[config.mk]
export PLATFORM = sky130hd
export DESIGN_NAME = madd_rr_sched_flat
export DESIGN_NICKNAME = d
export VERILOG_FILES = /design/src/rtl/madd_rr_sched_if.sv /design/src/rtl/madd_rr_sched.sv /design/src/flat_wrapper.sv
export SDC_FILE = /design/constraint.sdc
export NUM_CORES = 1
export LEC_CHECK = 0
export ABC_AREA = 1
export BUFFER_PORTS_ARGS = -buffer_cell sky130_fd_sc_hd__buf_4
export CORE_MARGIN = 2
export CORE_UTILIZATION = 30
export DETAILED_ROUTE_END_ITERATION = 10
export GPL_ROUTABILITY_DRIVEN = 0
export GPL_TIMING_DRIVEN = 0
export SLEW_MARGIN = 20
export SYNTH_ARGS = -nofsm -noshare
export SYNTH_HDL_FRONTEND = slang
export SYNTH_SLANG_ARGS = --single-unit
[constraint.sdc]
create_clock -name clk -period 1.9 [get_ports clk]
set_input_delay 0.19 -clock clk [delete_from_list [all_inputs] [get_ports clk]]
set_output_delay 0.19 -clock clk [all_outputs]
set_load 0.01 [all_outputs]
[src/rtl/madd_rr_sched_if.sv]
// Bus bundle for madd_rr_sched: requester handshake, shared datapath hookup,
// response channel and status/checker outputs.
interface madd_rr_sched_if;
    logic [3:0]  req_valid;
    logic [23:0] req_opnd;
    logic [3:0]  req_ready;
    logic [5:0]  dp_in;
    logic [3:0]  dp_out;
    logic        rsp_valid;
    logic [1:0]  rsp_id;
    logic [3:0]  rsp_data;
    logic        rsp_ready;
    logic        busy;
    logic [7:0]  err_cnt;
    logic        err_flag;

    modport slave (
        input  req_valid, req_opnd, dp_out, rsp_ready,
        output req_ready, dp_in, rsp_valid, rsp_id, rsp_data, busy, err_cnt, err_flag
    );

    modport master (
        output req_valid, req_opnd, dp_out, rsp_ready,
        input  req_ready, dp_in, rsp_valid, rsp_id, rsp_data, busy, err_cnt, err_flag
    );
endinterface

[src/rtl/madd_rr_sched.sv]
// Round-robin scheduler sharing one combinational a*b+c datapath among 4 requesters.
// Define MADD_RR_SCHED_ERRCHK_EN to build in the exact-result error checker.
module madd_rr_sched #(
    parameter int ET_THR = 8
) (
    input  logic            clk,
    input  logic            rst_n,
    madd_rr_sched_if.slave  bus
);
    typedef enum logic [1:0] {IDLE, EXEC, RESP} state_e;

    state_e     state_q, state_d;
    logic [1:0] ptr_q, ptr_d;
    logic [1:0] id_q, id_d;
    logic [5:0] op_q, op_d;
    logic [3:0] res_q, res_d;
    logic [1:0] sync_q, sync_d;

    logic [1:0] idx, gnt;
    logic       gnt_vld;
    logic [5:0] gnt_word;

    // Search ptr, ptr+1, ... ; iterating downward lets the nearest hit win.
    always_comb begin
        idx      = '0;
        gnt      = '0;
        gnt_vld  = 1'b0;
        gnt_word = '0;
        for (int k = 3; k >= 0; k--) begin
            idx = ptr_q + 2'(k);
            if (bus.req_valid[idx]) begin
                gnt     = idx;
                gnt_vld = 1'b1;
            end
        end
        for (int i = 0; i < 4; i++)
            if (gnt == 2'(i)) gnt_word = bus.req_opnd[6*i +: 6];
    end

    always_comb begin
        state_d       = state_q;
        ptr_d         = ptr_q;
        id_d          = id_q;
        op_d          = op_q;
        res_d         = res_q;
        sync_d        = {sync_q[0], 1'b1};
        bus.req_ready = '0;
        case (state_q)
            IDLE: begin
                // Hold off grants until the reset release has been synchronized.
                if (sync_q[1] && gnt_vld) begin
                    bus.req_ready[gnt] = 1'b1;
                    op_d               = gnt_word;
                    id_d               = gnt;
                    state_d            = EXEC;
                end
            end
            EXEC: begin
                res_d   = bus.dp_out;
                state_d = RESP;
            end
            RESP: begin
                if (bus.rsp_ready) begin
                    ptr_d   = id_q + 2'd1;
                    state_d = IDLE;
                end
            end
            default: state_d = IDLE;
        endcase
    end

    always_ff @(posedge clk or negedge rst_n) begin
        if (!rst_n) begin
            state_q <= IDLE;
            ptr_q   <= '0;
            id_q    <= '0;
            op_q    <= '0;
            res_q   <= '0;
            sync_q  <= '0;
        end else begin
            state_q <= state_d;
            ptr_q   <= ptr_d;
            id_q    <= id_d;
            op_q    <= op_d;
            res_q   <= res_d;
            sync_q  <= sync_d;
        end
    end

    assign bus.dp_in     = op_q;
    assign bus.busy      = (state_q != IDLE);
    assign bus.rsp_valid = (state_q == RESP);
    assign bus.rsp_id    = (state_q == RESP) ? id_q  : 2'd0;
    assign bus.rsp_data  = (state_q == RESP) ? res_q : 4'd0;

`ifdef MADD_RR_SCHED_ERRCHK_EN
    logic [7:0] err_cnt_q, err_cnt_d;
    logic       err_flag_q, err_flag_d;
    logic [3:0] exact, diff;
    logic       viol;

    always_comb begin
        exact      = {2'b0, op_q[1:0]} * {2'b0, op_q[3:2]} + {2'b0, op_q[5:4]};
        diff       = (bus.dp_out >= exact) ? bus.dp_out - exact : exact - bus.dp_out;
        viol       = (state_q == EXEC) && (int'(diff) > ET_THR);
        err_cnt_d  = err_cnt_q;
        err_flag_d = err_flag_q;
        if (viol) begin
            err_flag_d = 1'b1;
            if (err_cnt_q != 8'hFF) err_cnt_d = err_cnt_q + 8'd1;
        end
    end

    always_ff @(posedge clk or negedge rst_n) begin
        if (!rst_n) begin
            err_cnt_q  <= '0;
            err_flag_q <= 1'b0;
        end else begin
            err_cnt_q  <= err_cnt_d;
            err_flag_q <= err_flag_d;
        end
    end

    assign bus.err_cnt  = err_cnt_q;
    assign bus.err_flag = err_flag_q;
`else
    assign bus.err_cnt  = 8'd0;
    assign bus.err_flag = 1'b0;
`endif
endmodule
[src/flat_wrapper.sv]
// flat-port wrapper written by rule: the top's interface ports become plain ports
module madd_rr_sched_flat 
#(
    parameter int ET_THR = 8
)
  (clk, rst_n, bus_req_valid, bus_req_opnd, bus_dp_out, bus_rsp_ready, bus_req_ready, bus_dp_in, bus_rsp_valid, bus_rsp_id, bus_rsp_data, bus_busy, bus_err_cnt, bus_err_flag);
  madd_rr_sched_if bus_i ();
  input  logic clk;
  input  logic rst_n;
  input wire logic [$bits(bus_i.req_valid)-1:0] bus_req_valid;
  input wire logic [$bits(bus_i.req_opnd)-1:0] bus_req_opnd;
  input wire logic [$bits(bus_i.dp_out)-1:0] bus_dp_out;
  input wire logic [$bits(bus_i.rsp_ready)-1:0] bus_rsp_ready;
  output wire logic [$bits(bus_i.req_ready)-1:0] bus_req_ready;
  output wire logic [$bits(bus_i.dp_in)-1:0] bus_dp_in;
  output wire logic [$bits(bus_i.rsp_valid)-1:0] bus_rsp_valid;
  output wire logic [$bits(bus_i.rsp_id)-1:0] bus_rsp_id;
  output wire logic [$bits(bus_i.rsp_data)-1:0] bus_rsp_data;
  output wire logic [$bits(bus_i.busy)-1:0] bus_busy;
  output wire logic [$bits(bus_i.err_cnt)-1:0] bus_err_cnt;
  output wire logic [$bits(bus_i.err_flag)-1:0] bus_err_flag;
  assign bus_i.req_valid = bus_req_valid;
  assign bus_i.req_opnd = bus_req_opnd;
  assign bus_i.dp_out = bus_dp_out;
  assign bus_i.rsp_ready = bus_rsp_ready;
  assign bus_req_ready = bus_i.req_ready;
  assign bus_dp_in = bus_i.dp_in;
  assign bus_rsp_valid = bus_i.rsp_valid;
  assign bus_rsp_id = bus_i.rsp_id;
  assign bus_rsp_data = bus_i.rsp_data;
  assign bus_busy = bus_i.busy;
  assign bus_err_cnt = bus_i.err_cnt;
  assign bus_err_flag = bus_i.err_flag;
  madd_rr_sched #(.ET_THR(ET_THR)) u_core (.clk(clk), .rst_n(rst_n), .bus(bus_i));
endmodule
-- After elaboration in Yosys (flattened, before gate mapping)
Index checks and enable logic that the tools add are counted.
Widths: inputs -> output; s select.
- flip-flop bits (word level): 18
- input bits: 35
- output and inout port bits: 27
- logic and storage cells: 60
- add/sub/neg operators: 4
- $lt $le $gt $ge: 6
- equality and inequality tests: 7
- muxes and demuxes: 29
- reductions and logical operators: 8
- operator list (cell ; number):
    $mux 6 ; 4
    $lt 2x3->1 const B ; 5
    $mux 2 ; 7
    $mux 4 ; 3
    $mux 1 ; 9
    $bmux 1 s2 ; 4
    $eq 2x2->1 const B ; 3
    $pmux 2 s3 ; 1
    $reduce_and 2->1 ; 3
    $add 2x1->2 const B ; 2
    $add 2x2->2 const B ; 2
    $eq 2x1->1 const B ; 2
    $logic_not 2->1 ; 2
    $demux 1 s2 ; 1
    $ge 2x1->1 const B ; 1
    $logic_and 1x1->1 ; 2
    $ne 2x1->1 const B ; 1
    $ne 2x2->1 const B ; 1
    $reduce_bool 2->1 ; 1

-- Logic depth before layout (Yosys ltp)
- depth after elaboration: 13
- depth in mapped cells: 15
- gate-level depth less buffers: 14

-- Worst setup path after synthesis
Ideal clock, no wire load.
- path kind: reg-to-output
- from: reg u_core.ptr_q[0]
- to: out bus_req_ready[0]
- arrival: 1.542 ns
- data required time: 1.710 ns
- slack: 0.168 ns
- stages on the path, launching flop included: 10
- buffers on the path: 2
- cell sequence: dfrtp_1 -> buf_6 -> o21ai_1 -> nand2_1 -> nand2_2 -> inv_2 -> nand3_2 -> nand3_4 -> buf_2 -> nor3_1
- longest elaborated chain between the ends: 13
- ends and longest elaborated chain (item ; line ; source):
    start, declared ; madd_rr_sched.sv:13 ; logic [1:0] ptr_q, ptr_d;
    start signal, assigned ; madd_rr_sched.sv:82 ; ptr_q <= ptr_d;
    $add 2x2->2 ; madd_rr_sched.sv:30 ; idx = ptr_q + 2'(k);
    $bmux 1 s2 ; madd_rr_sched.sv:31 ; if (bus.req_valid[idx]) begin
    $mux 1 (implied by the code) ; madd_rr_sched.sv:31 ;
    $mux 2 (4 in series) ; madd_rr_sched.sv:31 ;
    $lt 2x3->1 (implied by the code) / $ge 2x1->1 (equally long branches) ; madd_rr_sched.sv:52 ; bus.req_ready[gnt] = 1'b1;
    $logic_and 1x1->1 (implied by the code) ; madd_rr_sched.sv:52 ;
    $mux 1 (implied by the code) ; madd_rr_sched.sv:52 ;
    $demux 1 s2 ; - ;
    $mux 4 * ; madd_rr_sched.sv:51 ; if (sync_q[1] && gnt_vld) begin
    $mux 4 * ; madd_rr_sched.sv:48 ; case (state_q)
    end, declared ; flat_wrapper.sv:14 ; output wire logic [$bits(bus_i.req_ready)-1:0] bus_req_ready;
Every way passes the cells marked *; elsewhere a longest branch is shown, timed or not. The select of a mux whose other input is x is not followed.

-- Worst setup path in the final report
- from: reg u_core.ptr_q[0]
- to: out bus_req_ready[1]
The elaborated chain is that of the path after synthesis.

==> insert_results.sql <==
INSERT INTO impl_metrics (metric_group, metric, value, unit) VALUES
('status', 'violations', 'setup timing', ''),
('global_routing', 'via_count_of_the_first_global_routing_pass', '1344', ''),
('die', 'std_cell_rows', '24', ''),
('sta', 'setup-tns-final', '-901', 'ps'),
('cts', 'cts_buffers', '3', ''),
('finish', 'layout_commonest_cell', 'sky130_fd_sc_hd__buf_4', ''),
('synth', 'largest_area_contributor_in_the_synthesized_netlist', 'sky130_fd_sc_hd__dfrtp_1', ''),
('power_and_ir_drop', 'pwr_density_cell', '2030', 'nW/um2'),
('power_and_ir_drop', 'vdd_drop_max', '881', 'uV'),
('routing', 'drtPass1Iterations', '4', ''),
('worst_setup_path', 'count_of_cells_along_the_worst_register_to_register_path', '15', ''),
('synth', 'yosys-top-cells-area', 'sky130_fd_sc_hd__dfrtp_1 34%, sky130_fd_sc_hd__nand2_1 17%, sky130_fd_sc_hd__nor2_1 6.5%, sky130_fd_sc_hd__buf_4 5.6%, sky130_fd_sc_hd__inv_1 5.6%', ''),
('global_routing', 'grt_pass1_wl', '5490', 'um'),
('min_path', 'min_path_cells', '2', ''),
('sta', 'setup_viol_count_final', '9', ''),
('synth', 'synth_warn', '0', ''),
('die', 'start_util', '0.308', ''),
('min_path', 'hold_class', 'input port to register', ''),
('global_routing', 'grt-ovfl-total', '0', ''),
('routing', 'drt-total-wl', '3920', 'um'),
('finish', 'num-fill-cells', '434', ''),
('worst_setup_path', 'required', '1710', 'ps'),
('sta', 'final.period_utilization', '1.12', ''),
('routing', 'final_antenna_net_count', '0', ''),
('finish', 'layout_common_cells', '77 x sky130_fd_sc_hd__buf_4, 39 x sky130_fd_sc_hd__nand2_1, 20 x sky130_fd_sc_hd__nor2_1, 19 x sky130_fd_sc_hd__inv_1, 16 x sky130_fd_sc_hd__dfrtp_1', ''),
('sta', 'finClkSkew', '0.515', 'ps'),
('sta', 'drv_slew', '0', ''),
('status', 'status', 'finished, violations left', ''),
('global_routing', 'grt_antenna_before_repair', '0', ''),
('cts', 'cts_htree_levels', '1', ''),
('finish', 'num_antenna_cells', '0', ''),
('finish', 'layout_area_growth_over_synthesis', '76.4', '%'),
('global_routing', 'grt_start_max_net_pins', '19', ''),
('routing', 'detail_route.drc_violations', '0', ''),
('sta', 'hold_violations', '0', ''),
('die', 'ioPinCount', '62', ''),
('worst_setup_path', 'worstSetupPathType', 'register to output port', ''),
('die', 'die_width', '70.6', 'um'),
('die', 'floorplan.core_area', '4320', 'um2'),
('worst_setup_path', 'worst_setup_path_end_kind', 'output port', ''),
('cts', 'cts.clk_slew.worst_paths', '70', 'ps'),
('synth', 'synth.lib_cells_used.distinct', '25', ''),
('cts', 'clock_sinks', '18', ''),
('global_routing', 'grt_use_total', '0.134', ''),
('routing', 'initialDrtViolationCount', '77', ''),
('synth', 'instance_count_of_the_mapped_netlist', '199', ''),
('synth', 'yosysSeqAreaShare', '0.338', ''),
('sta', 'fmax', '0.471', 'GHz'),
('sta', 'rsz0062_at_grt', 'yes', ''),
('cts', 'clock_path_buffers', '2', ''),
('routing', 'vias', '1499', ''),
('placed_design', 'io_buffer_count', '52', ''),
('synth', 'synth_area_per_cell', '6.69', 'um2'),
('cts', 'cts_tree', 'yes', ''),
('finish', 'drive_above_1_share', '0.510', ''),
('die', 'die_area', '4990', 'um2'),
('cts', 'insertion_delay', '250', 'ps'),
('sta', 'final.min_clock_period', '2120', 'ps'),
('power_and_ir_drop', 'leakagePower', '1.28', 'nW'),
('finish', 'num-nets-final', '322', ''),
('worst_setup_path', 'worstSetupStartpointType', 'register', ''),
('routing', 'via_per_inst', '4.43', ''),
('synth', 'ys_seq_elements', '18', ''),
('cts', 'cts-root-buf', 'sky130_fd_sc_hd__clkbuf_8', ''),
('worst_setup_path', 'worst-path-max-fanout', '7', ''),
('die', 'die_h', '70.6', 'um'),
('synth', 'synthesis.area', '1330', 'um2'),
('placed_design', 'dpl.hpwl', '2510', 'um'),
('worst_setup_path', 'worst-endpoint-arrival', '1930', 'ps'),
('sta', 'smallest_setup_slack_after_layout', '-221', 'ps'),
('run', 'maxCapViolCount', '0', ''),
('sta', 'finalHoldWorstSlack', '142', 'ps'),
('routing', 'wl_per_cell', '11.6', 'um'),
('synth', 'synth.top_cell.area_share', '0.338', '');
metal layers:
layer,vias to the layer above,global-route usage,wire length [um]
met1,678,0.169,1660
li1,774,-,-
met4,0,0.0608,75
met5,-,0,0
met3,8,0.0214,214
met2,39,0.225,1980
final timing paths:
| kind | from | slack [ps] | endpoint |
|---|---|---|---|
| worst max-delay path | u_core.ptr_q[0] | -220 | bus_req_ready[1] |
| min in group asynchronous | rst_n | 340 | u_core.bus.dp_in[4] |
| worst min register to register | u_core.sync_q[0] | 350 | u_core.sync_q[1] |
| max in group asynchronous | rst_n | 1350 | u_core.ptr_q[0] |
| worst min-delay path | bus_rsp_ready | 140 | u_core.state_q[1] |
| worst max register to register | u_core.ptr_q[0] | -120 | u_core.bus.dp_in[2] |
through the flow:
| step | utilization | area [um2] | std cells | power [mW] | worst slack (ps) |
|---|---|---|---|---|---|
| CTS | 0.458 | 1980 | 324 | 3.65 | -134 |
| global route | 0.543 | 2350 | 338 | 5.14 | -298 |
| finish | 0.543 | 2350 | 338 | 4.78 | -221 |
| detailed placement | 0.420 | 1820 | 311 | 3.02 | -45.3 |
| global placement | 0.420 | 1820 | 311 | 3.01 | -58.9 |
| floorplan | - | 1360 | 207 | 2.37 | 168 |
flip-flops by register name, indices dropped and copies added, names as in the netlist:
register          count
u_core.id_q           2
u_core.res_q          4
u_core.ptr_q          2
u_core.bus.dp_in      6
u_core.sync_q         2
u_core.state_q        2
worst max-delay path, stage by stage (launching register included):
cell	delay [ps]
sky130_fd_sc_hd__dfrtp_2	450
sky130_fd_sc_hd__buf_6	160
sky130_fd_sc_hd__nand2_4	70
sky130_fd_sc_hd__nand2_4	60
sky130_fd_sc_hd__nand2_4	100
sky130_fd_sc_hd__nand2_1	50
sky130_fd_sc_hd__inv_1	70
sky130_fd_sc_hd__nand2_1	70
sky130_fd_sc_hd__nand2_2	110
sky130_fd_sc_hd__a21oi_4	80
sky130_fd_sc_hd__buf_6	140
sky130_fd_sc_hd__nor3_4	200
sky130_fd_sc_hd__buf_6	130
where the power goes:
part	leakage, nW	switching [mW]	internal, mW
combinational	1.03	2.09	1.70
sequential	0.214	0.116	0.559
clock	0.0288	0.125	0.184
synth_stat cells, drive strengths merged:
cell type   n
nand3      16
buf        14
o21ai      10
nand2      69
a21boi      3
nor3        2
nand4       3
o21bai      2
conb        2
dfrtp      18
a21oi       8
nand3b      3
nor2       26
inv        23
kinds of logic after synthesis:
logic type | count (synthesis) | share of synthesized area
AO/OA/AOI/OAI | 23 | 0.0987
other | 2 | 0.00564
flip-flops | 18 | 0.338
AND/OR/NAND/NOR | 119 | 0.412
buffers and inverters | 37 | 0.146
repair_timing:
action	in CTS	in global routing
hold buffers	1	0
buffers inserted	8	12
resized for setup	11	67
pin swaps	6	20
gates cloned	0	2
endpoints found under the setup margin	7	10
endpoints found under the hold margin	18	0
area by class of cell:
cell class                 instances  area, um2  share of cell area
buffer                            14        125              0.0533
clock buffer                       4       55.1              0.0234
inverter                          23       98.8              0.0421
multi-input combinational        152        950               0.404
sequential                        18        453               0.193
tap                               52       65.1              0.0277
timing repair buffer              75        602               0.256
(Power assumes the default switching activity.)
